**src/rtl/accum_datapath.sv**
```systemverilog
// Datapath of the 8-bit accumulator CPU: IR, PC, A, sticky halt flag and the
// unified program/data RAM with a registered read port and a preload port.
module accum_datapath #(
  parameter int ADDR_W = 5
) (
  input  logic                clock,
  input  logic                reset,
  input  logic                IRload,
  input  logic                JMPmux,
  input  logic                PCload,
  input  logic                Meminst,
  input  logic                MemWr,
  input  logic [1:0]          Asel,
  input  logic                Aload,
  input  logic                Sub,
  input  logic                Halt,
  input  logic [ADDR_W+2:0]   Input,
  input  logic                prog_we,
  input  logic [ADDR_W-1:0]   prog_addr,
  input  logic [ADDR_W+2:0]   prog_data,
  output logic [2:0]          ir,
  output logic                Aeq0,
  output logic                Apos,
  output logic [ADDR_W+2:0]   A_out,
  output logic [ADDR_W-1:0]   PC_out,
  output logic                halted
);

  localparam int W     = ADDR_W + 3;
  localparam int DEPTH = 2 ** ADDR_W;

  typedef enum logic [1:0] {
    ASRC_ALU  = 2'b00,
    ASRC_IN   = 2'b01,
    ASRC_MEM  = 2'b10,
    ASRC_ZERO = 2'b11
  } asrc_e;

  logic [W-1:0]      mem [DEPTH];
  logic [W-1:0]      ir_q;
  logic [ADDR_W-1:0] pc_q;
  logic [W-1:0]      a_q;
  logic [W-1:0]      rdata;
  logic              halted_q;

  logic [ADDR_W-1:0] addr;
  logic [ADDR_W-1:0] operand;
  logic [ADDR_W-1:0] pc_next;
  logic [W-1:0]      alu;
  logic [W-1:0]      a_next;
  asrc_e             asrc;

  assign operand = ir_q[ADDR_W-1:0];
  assign addr    = Meminst ? operand : pc_q;
  assign pc_next = JMPmux ? operand : pc_q + ADDR_W'(1);
  assign alu     = Sub ? (a_q - rdata) : (a_q + rdata);
  assign asrc    = asrc_e'(Asel);

  always_comb begin
    a_next = '0;
    unique case (asrc)
      ASRC_ALU:  a_next = alu;
      ASRC_IN:   a_next = Input;
      ASRC_MEM:  a_next = rdata;
      ASRC_ZERO: a_next = '0;
      default:   a_next = '0;
    endcase
  end

  // RAM is not reset; the nonblocking write leaves the same-cycle read with the old word
  always_ff @(posedge clock) begin
    if (prog_we)
      mem[prog_addr] <= prog_data;
    else if (MemWr)
      mem[addr] <= a_q;
  end

  always_ff @(posedge clock or posedge reset) begin
    if (reset) begin
      ir_q     <= '0;
      pc_q     <= '0;
      a_q      <= '0;
      rdata    <= '0;
      halted_q <= 1'b0;
    end else begin
      rdata <= mem[addr];
      if (IRload) ir_q     <= rdata;
      if (PCload) pc_q     <= pc_next;
      if (Aload)  a_q      <= a_next;
      if (Halt)   halted_q <= 1'b1;
    end
  end

  assign ir     = ir_q[W-1:W-3];
  assign Aeq0   = (a_q == '0);
  assign Apos   = !a_q[W-1] && (a_q != '0);
  assign A_out  = a_q;
  assign PC_out = pc_q;
  assign halted = halted_q;

endmodule

```
**config.mk**
```make
export PLATFORM = sky130hd
export DESIGN_NAME = accum_datapath
export DESIGN_NICKNAME = d
export VERILOG_FILES = /design/src/rtl/accum_datapath.sv
export SDC_FILE = /design/constraint.sdc
export NUM_CORES = 1
export LEC_CHECK = 0
export CORE_MARGIN = 4
export CORE_UTILIZATION = 35
export CTS_BUF_LIST = sky130_fd_sc_hd__clkbuf_4
export CTS_CLUSTER_DIAMETER = 50
export DETAILED_ROUTE_END_ITERATION = 6
export PLACE_DENSITY = 0.48
export SLEW_MARGIN = 25
export SYNTH_ARGS = -nofsm -noshare
export SYNTH_HDL_FRONTEND = slang
export SYNTH_SLANG_ARGS = --single-unit
```
**constraint.sdc**
```tcl
create_clock -name clock -period 3.2 [get_ports clock]
set_input_delay 0.48 -clock clock [delete_from_list [all_inputs] [get_ports clock]]
set_output_delay 0.48 -clock clock [all_outputs]
set_load 0.1 [all_outputs]
```
# == Word-level counts from Yosys, hierarchy flattened ==
# Memories as Yosys holds them, arrays and structs flattened. A register that Yosys moved wholly into a read port is not among the register bits.
# Index checks and enable logic that the tools add are counted.
# W data, S select, Z words.
# word_totals
ff_bits,22
latchBits,0
ram_bits,256
rom_bits,0
in_bits,34
out_inout_bits,19
n_memories,1
# op_classes
n_addsub,3
multipliers,0
div_mod_pow,0
magnitude_cmp,0
n_eq_ne,3
n_shift,0
mux,12
bitwise_logic,0
reduce_logical,6
# mem_list
name,depth,word_bits,rd,rd_ports_with_merged_regs,write_ports,line_no,rtl
mem,32,8,1,1,1,39,logic [W-1:0] mem [DEPTH];
# op_table
op,n
$pmux W8 S4,1
$mux W8,2
$mux W5,3
$add A8 B8 Y8,1
$logic_not A8 Y1,1
$reduce_bool A8 Y1,1
$reduce_or A8 Y1,1
$sub A8 B8 Y8,1
$mux W1,6
$add A5 B1 Y5 const B,1
$eq A2 B2 Y1 const B,2
$eq A2 B1 Y1 const B,1
$logic_not A2 Y1,1
$logic_and A1 B1 Y1,1
$logic_not A1 Y1,1

# == Longest topological paths before layout ==
# Gate-level depths: netlist of the first run.
# depth
ltp_word,5
mapped_depth,11
ltp_nobuf,11

# == Worst setup path after synthesis of the first run ==
# OpenSTA, ideal clock, no wires.
# synth_path
path_type,register to output
from,"register a_q[7], in the netlist A_out[7]"
to,output port Apos
arrival_time_ps,3643
required_time_ps,2720
setup_slack_ps,-923
path_stages_with_launch,4
path_buffers,0
cell_sequence,dfrtp_1 -> or4_1 -> nor2_1 -> nor2_1
# synth_between
elab_chain_len,2
elab_cells_between_ends,3
cone_classes,3 x reduce/logical
# synth_rtl
item,line_no,rtl
start: declaration,42,logic [W-1:0] a_q;
start signal: assignment,89,if (Aload) a_q <= a_next;
$reduce_bool A8 Y1 or $logic_not A1 Y1 (tied branches),96,assign Apos = !a_q[W-1] && (a_q != '0);
$logic_and A1 B1 Y1 *,96,
end: declaration,23,"output logic Apos,"
# Mark *: on every way between the ends. The rest lies on a longest branch, timed or not.

# == Final worst setup path of the first run ==
# layout_path
from,"register pc_q[0], in the netlist PC_out[0]"
to,"register rdata[0], read port of mem"
# layout_between
elab_chain_len,1
# layout_rtl
item,line_no,rtl
start: declaration,41,logic [ADDR_W-1:0] pc_q;
start signal: assignment,88,if (PCload) pc_q <= pc_next;
$mux W5,54,assign addr = Meminst ? operand : pc_q;
end: declaration,43,logic [W-1:0] rdata;
# Every way passes these cells.
# A chain may end at the register's enable or synchronous reset.

==> impl_metrics.ini, run 1 <==
[route]
wl_per_cell_um = 21.2
routed_wl_um = 31700
final_antenna_net_count = 0
vias = 7585
routed_via_density = 5.07
first_iter_violations = 460
drc = 0
drt_pass1_iterations = 5

[global_routing]
grt_start_max_net_pins = 35
groute.usage.overall_pct = 16.6
grt_first_pass_wirelength_um = 48100
antenna_found_initial = 1
grt-ovfl-total = 0
grt_pass1_vias = 7918

[cts]
cts.sinks = 286
post-cts-setup-buffer-count = 0
numCtsBuffers = 77
post_cts_resized = 0
cts_tree = yes
insertion_delay_ns = 0.69
clk_pin_slew_ns = 0.07
ctsRootBufferMaster = clkbuf_4
cts.htree.levels = 3
clk_path_buf_depth = 3
hold_buffers = 0

[timing]
hold_viol_final = 0
grt_setup_unrepaired = false
fmax_mhz = 358
min_period_over_period_pct = 87.2
setup_viol = 0
period_minus_slack_ns = 2.79
tightest_slew_ns = 0.964
holdWs_ns = 0.176
report.final.slew_viol_count = 0
skew_ns = 0.0527
slew_headroom_pct = 35.5

[final_layout]
post-route-util_pct = 42.9
finalInstanceArea_sq_um = 14800
drive_gt1_share_pct = 28.2
synthToLayoutAreaGrowth_pct = 20.7
nets = 1024

[placement]
place.gp.congestion = 0.777
dpl.hpwl_um = 21000
port_buffers = 52
dpl-instance-area_sq_um = 13800

[logic_synthesis]
synth_top_area_share_pct = 62.6
synth_edf_count = 256
yosysMostFrequentCell = edfxtp_1
ys_warn_count = 0
syn-num-nets = 850
async_flop_share_pct = 10.5
yosysUniqueCellTypes = 47
ys_seq_area_share_pct = 68.8
synth_top_area_cell = edfxtp_1
synthTopCellsByArea = edfxtp_1 63%, mux4_2 8.8%, dfrtp_1 6.1%
synth_commonest_cells = 256 x edfxtp_1, 93 x nand2_1, 60 x nor2_1
ys_seq_elements = 286
synth_area_sq_um = 12300
synthFlopType = edfxtp_1
synth.avg_cell_area_sq_um = 15.2
netlist_instances = 806

[setup_path]
crit_type = flip-flop to flip-flop
r2r_start = PC_out[0]
r2r_cells = 7
critPathRequiredTime_ns = 3.76
crit_start = PC_out[0]
startpoint_type = flip-flop
end_kind = flip-flop
worstPathMaxFanout = 20
cp_data_arrival_time_ns = 3.35

[floorplan]
die_x_um = 195
fp.coreArea_sq_um = 34500
num_rows = 68
die-area_sq_um = 38100
die_y_um = 195
ios = 53
start_util_pct = 35.5

[power]
p_leak_nw = 5.22
ir_drop_uv = 815
cellPowerDensity_nw_per_um2 = 840
total_power_w = 0.0124

[worst_hold_path]
hp-class = input port to async pin

[status]
outcome = finished, final reports clean

[flow_run]
drv_cap = 0
-- critical path, stage by stage (launching register included) --
cell and delay, ns:
dfrtp_1 0.46, inv_2 0.29, o21a_4 0.40, buf_12 0.27, mux4_2 0.57, a22oi_1 0.26
a21oi_1 0.12, a221o_1 0.28
-- report_power, final --
part	internal, W	switching, W
Sequential	0.00442	0.000312
Clock	0.00166	0.00145
Combinational	0.00178	0.00283
Total	0.00785	0.00459
-- logic make-up (layout without fill, tap and decap cells) --
family | after synthesis | in the layout | share of synthesized area (%)
xor+xnor | 10 | 10 | 0.714
fa+ha+maj | 10 | 10 | 1.08
compound gates | 163 | 163 | 9.01
other cells | 0 | 1 | 0
buf+inv | 52 | 285 | 1.96
mux | 66 | 66 | 10.4
flops | 286 | 286 | 68.8
simple gates | 219 | 219 | 8.10
-- layout make-up --
cell class / count / area (sq um)
clock inverters: 22 / 98.8
flip-flops and latches: 286 / 8440
clock buffers: 116 / 871
well taps: 455 / 569
inverters: 7 / 26.3
diodes: 1 / 2.50
repair buffers: 140 / 1190
multi-input cells: 468 / 3620
fillers: 3200 / 19700
-- path summary, 6_finish.rpt --
check	slack [ns]	to
setup / recovery	0.41	rdata[0]
hold / removal	0.18	ir_q[4]
setup reg to reg	0.41	rdata[0]
hold reg to reg	0.47	halted
max in group asynchronous	2.72	rdata[3]
min in group clock	0.36	halted
-- per-layer routing --
metal / share of wire (%) / wire length (um) / vias to the layer above / global-route usage (%)
li1: - / - / 3554 / -
met1: 44 / 14100 / 3800 / 21.9
met2: 49 / 15400 / 187 / 27.1
met3: 4.8 / 1520 / 44 / 4.30
met4: 2.0 / 645 / 0 / 5.46
met5: 0 / 0 / - / 0
-- cell usage in the layout, fill, tap and decap left out, types with 4 or more instances in the layout --
cell type and n:
edfxtp_1 256, clkbuf_4 116, buf_4 101, nand2_1 93, nor2_1 59, a22oi_1 54
mux4_2 48, a21oi_1 38, clkdlybuf4s50_1 35, nand2b_1 33, dfrtp_1 30, o22ai_1 17
o31ai_1 17, clkinv_1 16, mux2_2 10, a31oi_1 9, xnor2_1 9, ha_1 9
mux2i_1 8, nor2b_1 8, a221o_1 8, o21ai_0 6, inv_1 6, nor3b_1 5
nor3_1 4, nand3b_1 4, clkinvlp_4 4, buf_12 4
-- registers in the layout (all words and copies together), names as in the netlist --
register,count
rdata,8
PC_out,5
halted,1
A_out,8
mem,256
ir_q,8
-- through the flow --
step	TNS, ns	instances	setup WS [ns]
finish	0	1495	0.409
global route	0	1495	0.261
CTS	0	1494	0.408
detailed placement	-0.0769	1356	-0.0322
global placement	0	1356	0.0309
floorplan	0	806	0.0418
No activity file was read; power rests on OpenSTA's default activity.
==> run 2, diff against run 1 <==
- ABC_AREA: unset -> 1
- CAP_MARGIN: unset -> 20
==> impl_metrics.ini, run 2 <==
[status]
outcome = finished, final reports clean

[final_layout]
synthToLayoutAreaGrowth_pct = 18.4
final_common_cell = nand3_1
nets = 1566
drive_gt1_share_pct = 14.7
finalInstanceArea_sq_um = 16000
largest_reg_flops = 256
layout_common_cells = 301 x nand3_1, 276 x inv_1, 272 x nand2_1
regMostFlops = mem

[power]
power_switching_w = 0.00461
p_leak_nw = 6.95
p_int_w = 0.00737
ir_drop_uv = 231
swShare_pct = 38.5
cellPowerDensity_nw_per_um2 = 749
clkPwrFrac_pct = 28.4
share_seq_of_total_power_pct = 38.3
pwr-share-comb_pct = 33.2
total_power_w = 0.0120

[logic_synthesis]
synth_xor_area_share_pct = 0.519
synth_edf_count = 256
yosysMostFrequentCell = nand3_1
synth.area.mux_share_pct = 0.333
ys_seq_elements = 286
netlist_instances = 1394
synth_top_area_cell = edfxtp_1
synthFlopType = edfxtp_1
ys_seq_area_share_pct = 62.5
synthTopCellsByArea = edfxtp_1 57%, nand3_1 11%, inv_1 7.7%
async_flop_share_pct = 10.5
synth_top_family_by_area = simple AND/OR/NAND/NOR gates
synth_adder_area_share_pct = 0.982
ys_warn_count = 0
synth_area_sq_um = 13500
syn-num-nets = 1438
yosys.area_share.simple_pct = 22.7
synth_top_area_share_pct = 56.9
synth-compound-area-share_pct = 2.66
yosysUniqueCellTypes = 32
synth_commonest_cells = 301 x nand3_1, 276 x inv_1, 274 x nand2_1
synth.avg_cell_area_sq_um = 9.69

[timing]
fmax_mhz = 372
period_minus_slack_ns = 2.69
setup_viol = 0
slew_headroom_pct = 34.7
holdWs_ns = 0.154
tns_ns = 0
hold_viol_final = 0
skew_ns = 0.0528
report.final.slew_viol_count = 0
grt_setup_unrepaired = false
tightest_slew_ns = 0.977
min_period_over_period_pct = 84.1

[global_routing]
grt_pass1_vias = 9833
antenna_found_initial = 1
grt_start_max_net_pins = 62
grt_first_pass_wirelength_um = 58300
groute.usage.overall_pct = 18.3
grt-ovfl-total = 0

[flow_run]
drv_cap = 0

[setup_path]
crit_chain = clkdlybuf4s50_1
r2r_cells = 14
slowest_delay_ns = 1.14
crit_type = flip-flop to output pin
startpoint_type = flip-flop
worstPathMaxFanout = 2
crit-reg2reg-capture = A_out[7]
crit_cells = 1
slowest_stage = clkdlybuf4s50_1
timing.critical_path.max_delay_family = buffers and inverters
critPathRequiredTime_ns = 2.72
r2r_slack_ns = 0.56
end_kind = output pin
r2r_start = rdata[0]
cp_data_arrival_time_ns = 2.21
cp.buffers_inverters = 1

[cts]
post_cts_resized = 0
clk_pin_slew_ns = 0.06
hold_buffers = 0
cts_tree = yes
insertion_delay_ns = 0.74
post-cts-setup-buffer-count = 0
numCtsBuffers = 80
clk_path_buf_depth = 3
cts.htree.levels = 3
ctsRootBufferMaster = clkbuf_4
cts.sinks = 286

[route]
final_antenna_net_count = 0
drt_pass1_iterations = 4
first_iter_violations = 696
wl_per_cell_um = 18.2
routed_wl_um = 38100
vias = 9921
routed_via_density = 4.74
drc = 0

[placement]
dpl.hpwl_um = 24200
dpl-instance-area_sq_um = 14900
port_buffers = 52
place.gp.congestion = 0.852

[floorplan]
ios = 53
die-area_sq_um = 41800
num_rows = 71
start_util_pct = 35.7
fp.coreArea_sq_um = 37800
die_y_um = 204
die_x_um = 204

[worst_hold_path]
hp-class = input port to async pin
run 2: cell types whose count changed after synthesis, moves of 9 or more:
cell,previous run,this run
inv_1,6,276
o31ai_1,17,1
nand2b_1,33,0
buf_4,5,20
nand2_1,93,274
a22oi_1,54,2
a21oi_1,38,14
nand3b_1,4,32
o22ai_1,17,0
clkbuf_1,23,32
nand3_1,2,301
o21ai_0,7,26
mux4_2,48,0
run 2: layout make-up:
type	count	area, sq um
diodes	1	2.50
clock buffers	117	878
clock inverters	25	164
fillers	3783	21900
inverters	281	1050
multi-input cells	760	3750
flip-flops and latches	286	8440
well taps	511	639
repair buffers	113	1060
run 2: worst max-delay path by stage:
stage,from,to,slack [ns]
4_1_cts,PC_out[3],PC_out[3],0.41
3_5_place_dp,Meminst,rdata[6],0.24
2_1_floorplan,A_out[3],Apos,0.15
5_1_grt,rdata[0],A_out[7],0.35
3_3_place_gp,Meminst,rdata[6],0.22
6_report,ir_q[7],ir[2],0.51
run 2: kinds of logic (layout without fill, tap and decap cells):
family / after synthesis / count (layout)
and+or+nand+nor: 676 / 676
buffers and inverters: 348 / 536
DFF: 286 / 286
AOI/OAI and AO/OA: 62 / 62
adders and majority gates: 10 / 10
xor gates and xnor gates: 8 / 8
muxes: 4 / 4
other: 0 / 1
run 2: routing by layer:
metal  routed length (um)  vias to the layer above  global-route usage [%]  share of wire [%]
met2                17900                      259                    29.4                 47
met1                17200                     4701                    24.5                 45
met4                 1120                        0                    7.27                2.9
met5                    0                        -                       0                  0
met3                 1930                       76                    3.78                5.1
li1                     -                     4885                       -                  -
run 2: power by group through the flow:
| stage | logic [W] | registers [W] | clock network (W) |
|---|---|---|---|
| floorplan | 0.00239 | 0.00496 | 0 |
| global placement | 0.00399 | 0.00467 | 0 |
| detailed placement | 0.00400 | 0.00467 | 0 |
| CTS | 0.00401 | 0.00459 | 0.00354 |
| global route | 0.00436 | 0.00462 | 0.00375 |
| finish | 0.00398 | 0.00459 | 0.00340 |
run 2: per-stage QoR:
stage	setup slack, ns	std cells	utilization (%)
after global routing	0.346	2094	42.3
after CTS	0.412	2092	42.2
final	0.509	2094	42.3
after global placement	0.224	1950	39.4
after floorplan	0.152	1394	-
after detailed placement	0.242	1950	39.4
==> run 3, diff against run 2 <==
- PLACE_DENSITY: 0.48 -> 0.5
- clock period: 3.2 -> 2.2 ns (I/O delays scaled with it)
==> impl_metrics.ini, run 3 (synthesized netlist as in run 2, its figures left out) <==
[worst_hold_path]
hp-class = input port to flip-flop

[final_layout]
post-route-util_pct = 45.8
finalInstanceArea_sq_um = 17300
largest_reg_flops = 256
nets = 1658
synthToLayoutAreaGrowth_pct = 28.3
drive_gt1_share_pct = 23.2
layout_common_cells = 299 x nand3_1, 274 x inv_1, 269 x nand2_1
final_common_cell = nand3_1
regMostFlops = mem
fill_cells = 3678

[timing]
min_period_over_period_pct = 107
setup_viol = 2
hold_viol_final = 0
tns_ns = -0.275
report.final.slew_viol_count = 0
setup_ws_ns = -0.152
period_minus_slack_ns = 2.35
grt_setup_unrepaired = true
skew_ns = 0.0404
holdWs_ns = 0.207
tightest_slew_ns = 0.520
slew_headroom_pct = 65.2
fmax_mhz = 425

[global_routing]
grt-ovfl-total = 0
grt_pass1_vias = 10381
grt_first_pass_wirelength_um = 60800
grt_start_max_net_pins = 43
groute.usage.overall_pct = 19.1
antenna_found_initial = 1

[cts]
cts.htree.levels = 3
numCtsBuffers = 81
insertion_delay_ns = 0.73
clk_pin_slew_ns = 0.06
cts.sinks = 286
cts_tree = yes
clk_path_buf_depth = 3
ctsRootBufferMaster = clkbuf_4

[setup_path]
startpoint_type = flip-flop
end_kind = output pin
crit_chain = nor4_4, nand4_1, nor2_4, nor2_4, buf_12
critPathRequiredTime_ns = 1.87
cp_data_arrival_time_ns = 2.02
worstPathMaxFanout = 2
path_common_cell = nor2_4
slowest_stage = dfrtp_2
slowest_delay_ns = 0.42
crit_type = flip-flop to output pin

[placement]
port_buffers = 52
place.gp.congestion = 0.870
dpl-instance-area_sq_um = 16100
dpl.hpwl_um = 26100

[power]
cellPowerDensity_nw_per_um2 = 1090
total_power_w = 0.0189
p_leak_nw = 7.55
ir_drop_uv = 425

[floorplan]
num_rows = 71
ios = 53
fp.coreArea_sq_um = 37800
start_util_pct = 35.7
die_x_um = 204
die-area_sq_um = 41800
die_y_um = 204

[route]
final_antenna_net_count = 0
routed_via_density = 4.73
routed_wl_um = 39300
wl_per_cell_um = 18.0
vias = 10335
drt_pass1_iterations = 7
first_iter_violations = 726
drc = 0

[status]
violations = negative setup slack
outcome = finished, violations left

[flow_run]
drv_cap = 0
[run 3: changes by cell type in the layout (fill, tap and decap cells not counted), moves of 5 or more]
| cell | previous run | this run |
|---|---|---|
| clkinv_2 | 8 | 2 |
| ha_1 | 9 | 4 |
| a21oi_2 | 0 | 5 |
| buf_12 | 8 | 41 |
| dfrtp_1 | 30 | 20 |
| nor2_1 | 53 | 23 |
| buf_4 | 67 | 129 |
| clkbuf_4 | 117 | 126 |
| dfrtp_2 | 0 | 8 |
| a21oi_1 | 14 | 9 |
| nor2_2 | 2 | 28 |
[run 3: final cells by class]
| type | count | area (sq um) | area share (%) |
|---|---|---|---|
| clock buffers | 126 | 946 | 5.46 |
| multi-input cells | 760 | 3990 | 23.0 |
| repair buffers | 204 | 2130 | 12.3 |
| well taps | 511 | 639 | 3.69 |
| inverters | 281 | 1050 | 6.08 |
| clock inverters | 17 | 119 | 0.686 |
| flip-flops and latches | 286 | 8460 | 48.8 |
| diodes | 1 | 2.50 | 0.0144 |
[run 3: through the flow]
stage          worst slack, ns  cells
6_report                -0.152   2186
5_1_grt                 -0.284   2186
4_1_cts                 -0.230   2184
3_5_place_dp            -0.407   2038
3_3_place_gp            -0.424   2038
2_1_floorplan           -0.189   1394
[run 3: final timing paths]
| kind | startpoint | end | slack (ns) | cells past startpoint |
|---|---|---|---|---|
| min | Halt | halted | 0.21 | 2 |
| max | A_out[3] | Apos | -0.15 | 5 |
| min reg2reg | halted | halted | 0.47 | 1 |
| max reg2reg | rdata[0] | A_out[6] | 0.08 | 14 |
| max in group asynchronous | reset | PC_out[0] | 1.26 | 4 |
| min in group asynchronous | reset | rdata[6] | 0.59 | 4 |
[run 3: report_power, final]
group / leakage [nW] / switching (W) / total (W) / internal (W)
Sequential: 2.66 / 0.000242 / 0.00663 / 0.00639
Combinational: 4.25 / 0.00458 / 0.00724 / 0.00266
Clock: 0.636 / 0.00225 / 0.00507 / 0.00282
Total: 7.55 / 0.00708 / 0.0189 / 0.0119
[run 3: worst max-delay path, delay by kind of cell (launching register included)]
family / cells / cell delay [ns]
flip-flops: 1 / 0.42
AND/OR/NAND/NOR: 4 / 0.71
buffers and inverters: 1 / 0.17
[run 3: repair_timing]
item,CTS,global route
buffers inserted,2,1
hold buffers,1,0
resized for setup,7,27
cloned,0,0
endpoints found under the setup margin,4,14
endpoints found under the hold margin,30,0
pin swaps,5,11
[run 3: per-layer routing]
layer  wire [um]  vias to the layer above  GRT usage, %
li1            -                     5077             -
met4        1040                        0          6.32
met5           0                        -             0
met1       18200                     4883          26.5
met3        2240                       76          4.16
met2       17800                      299          30.0
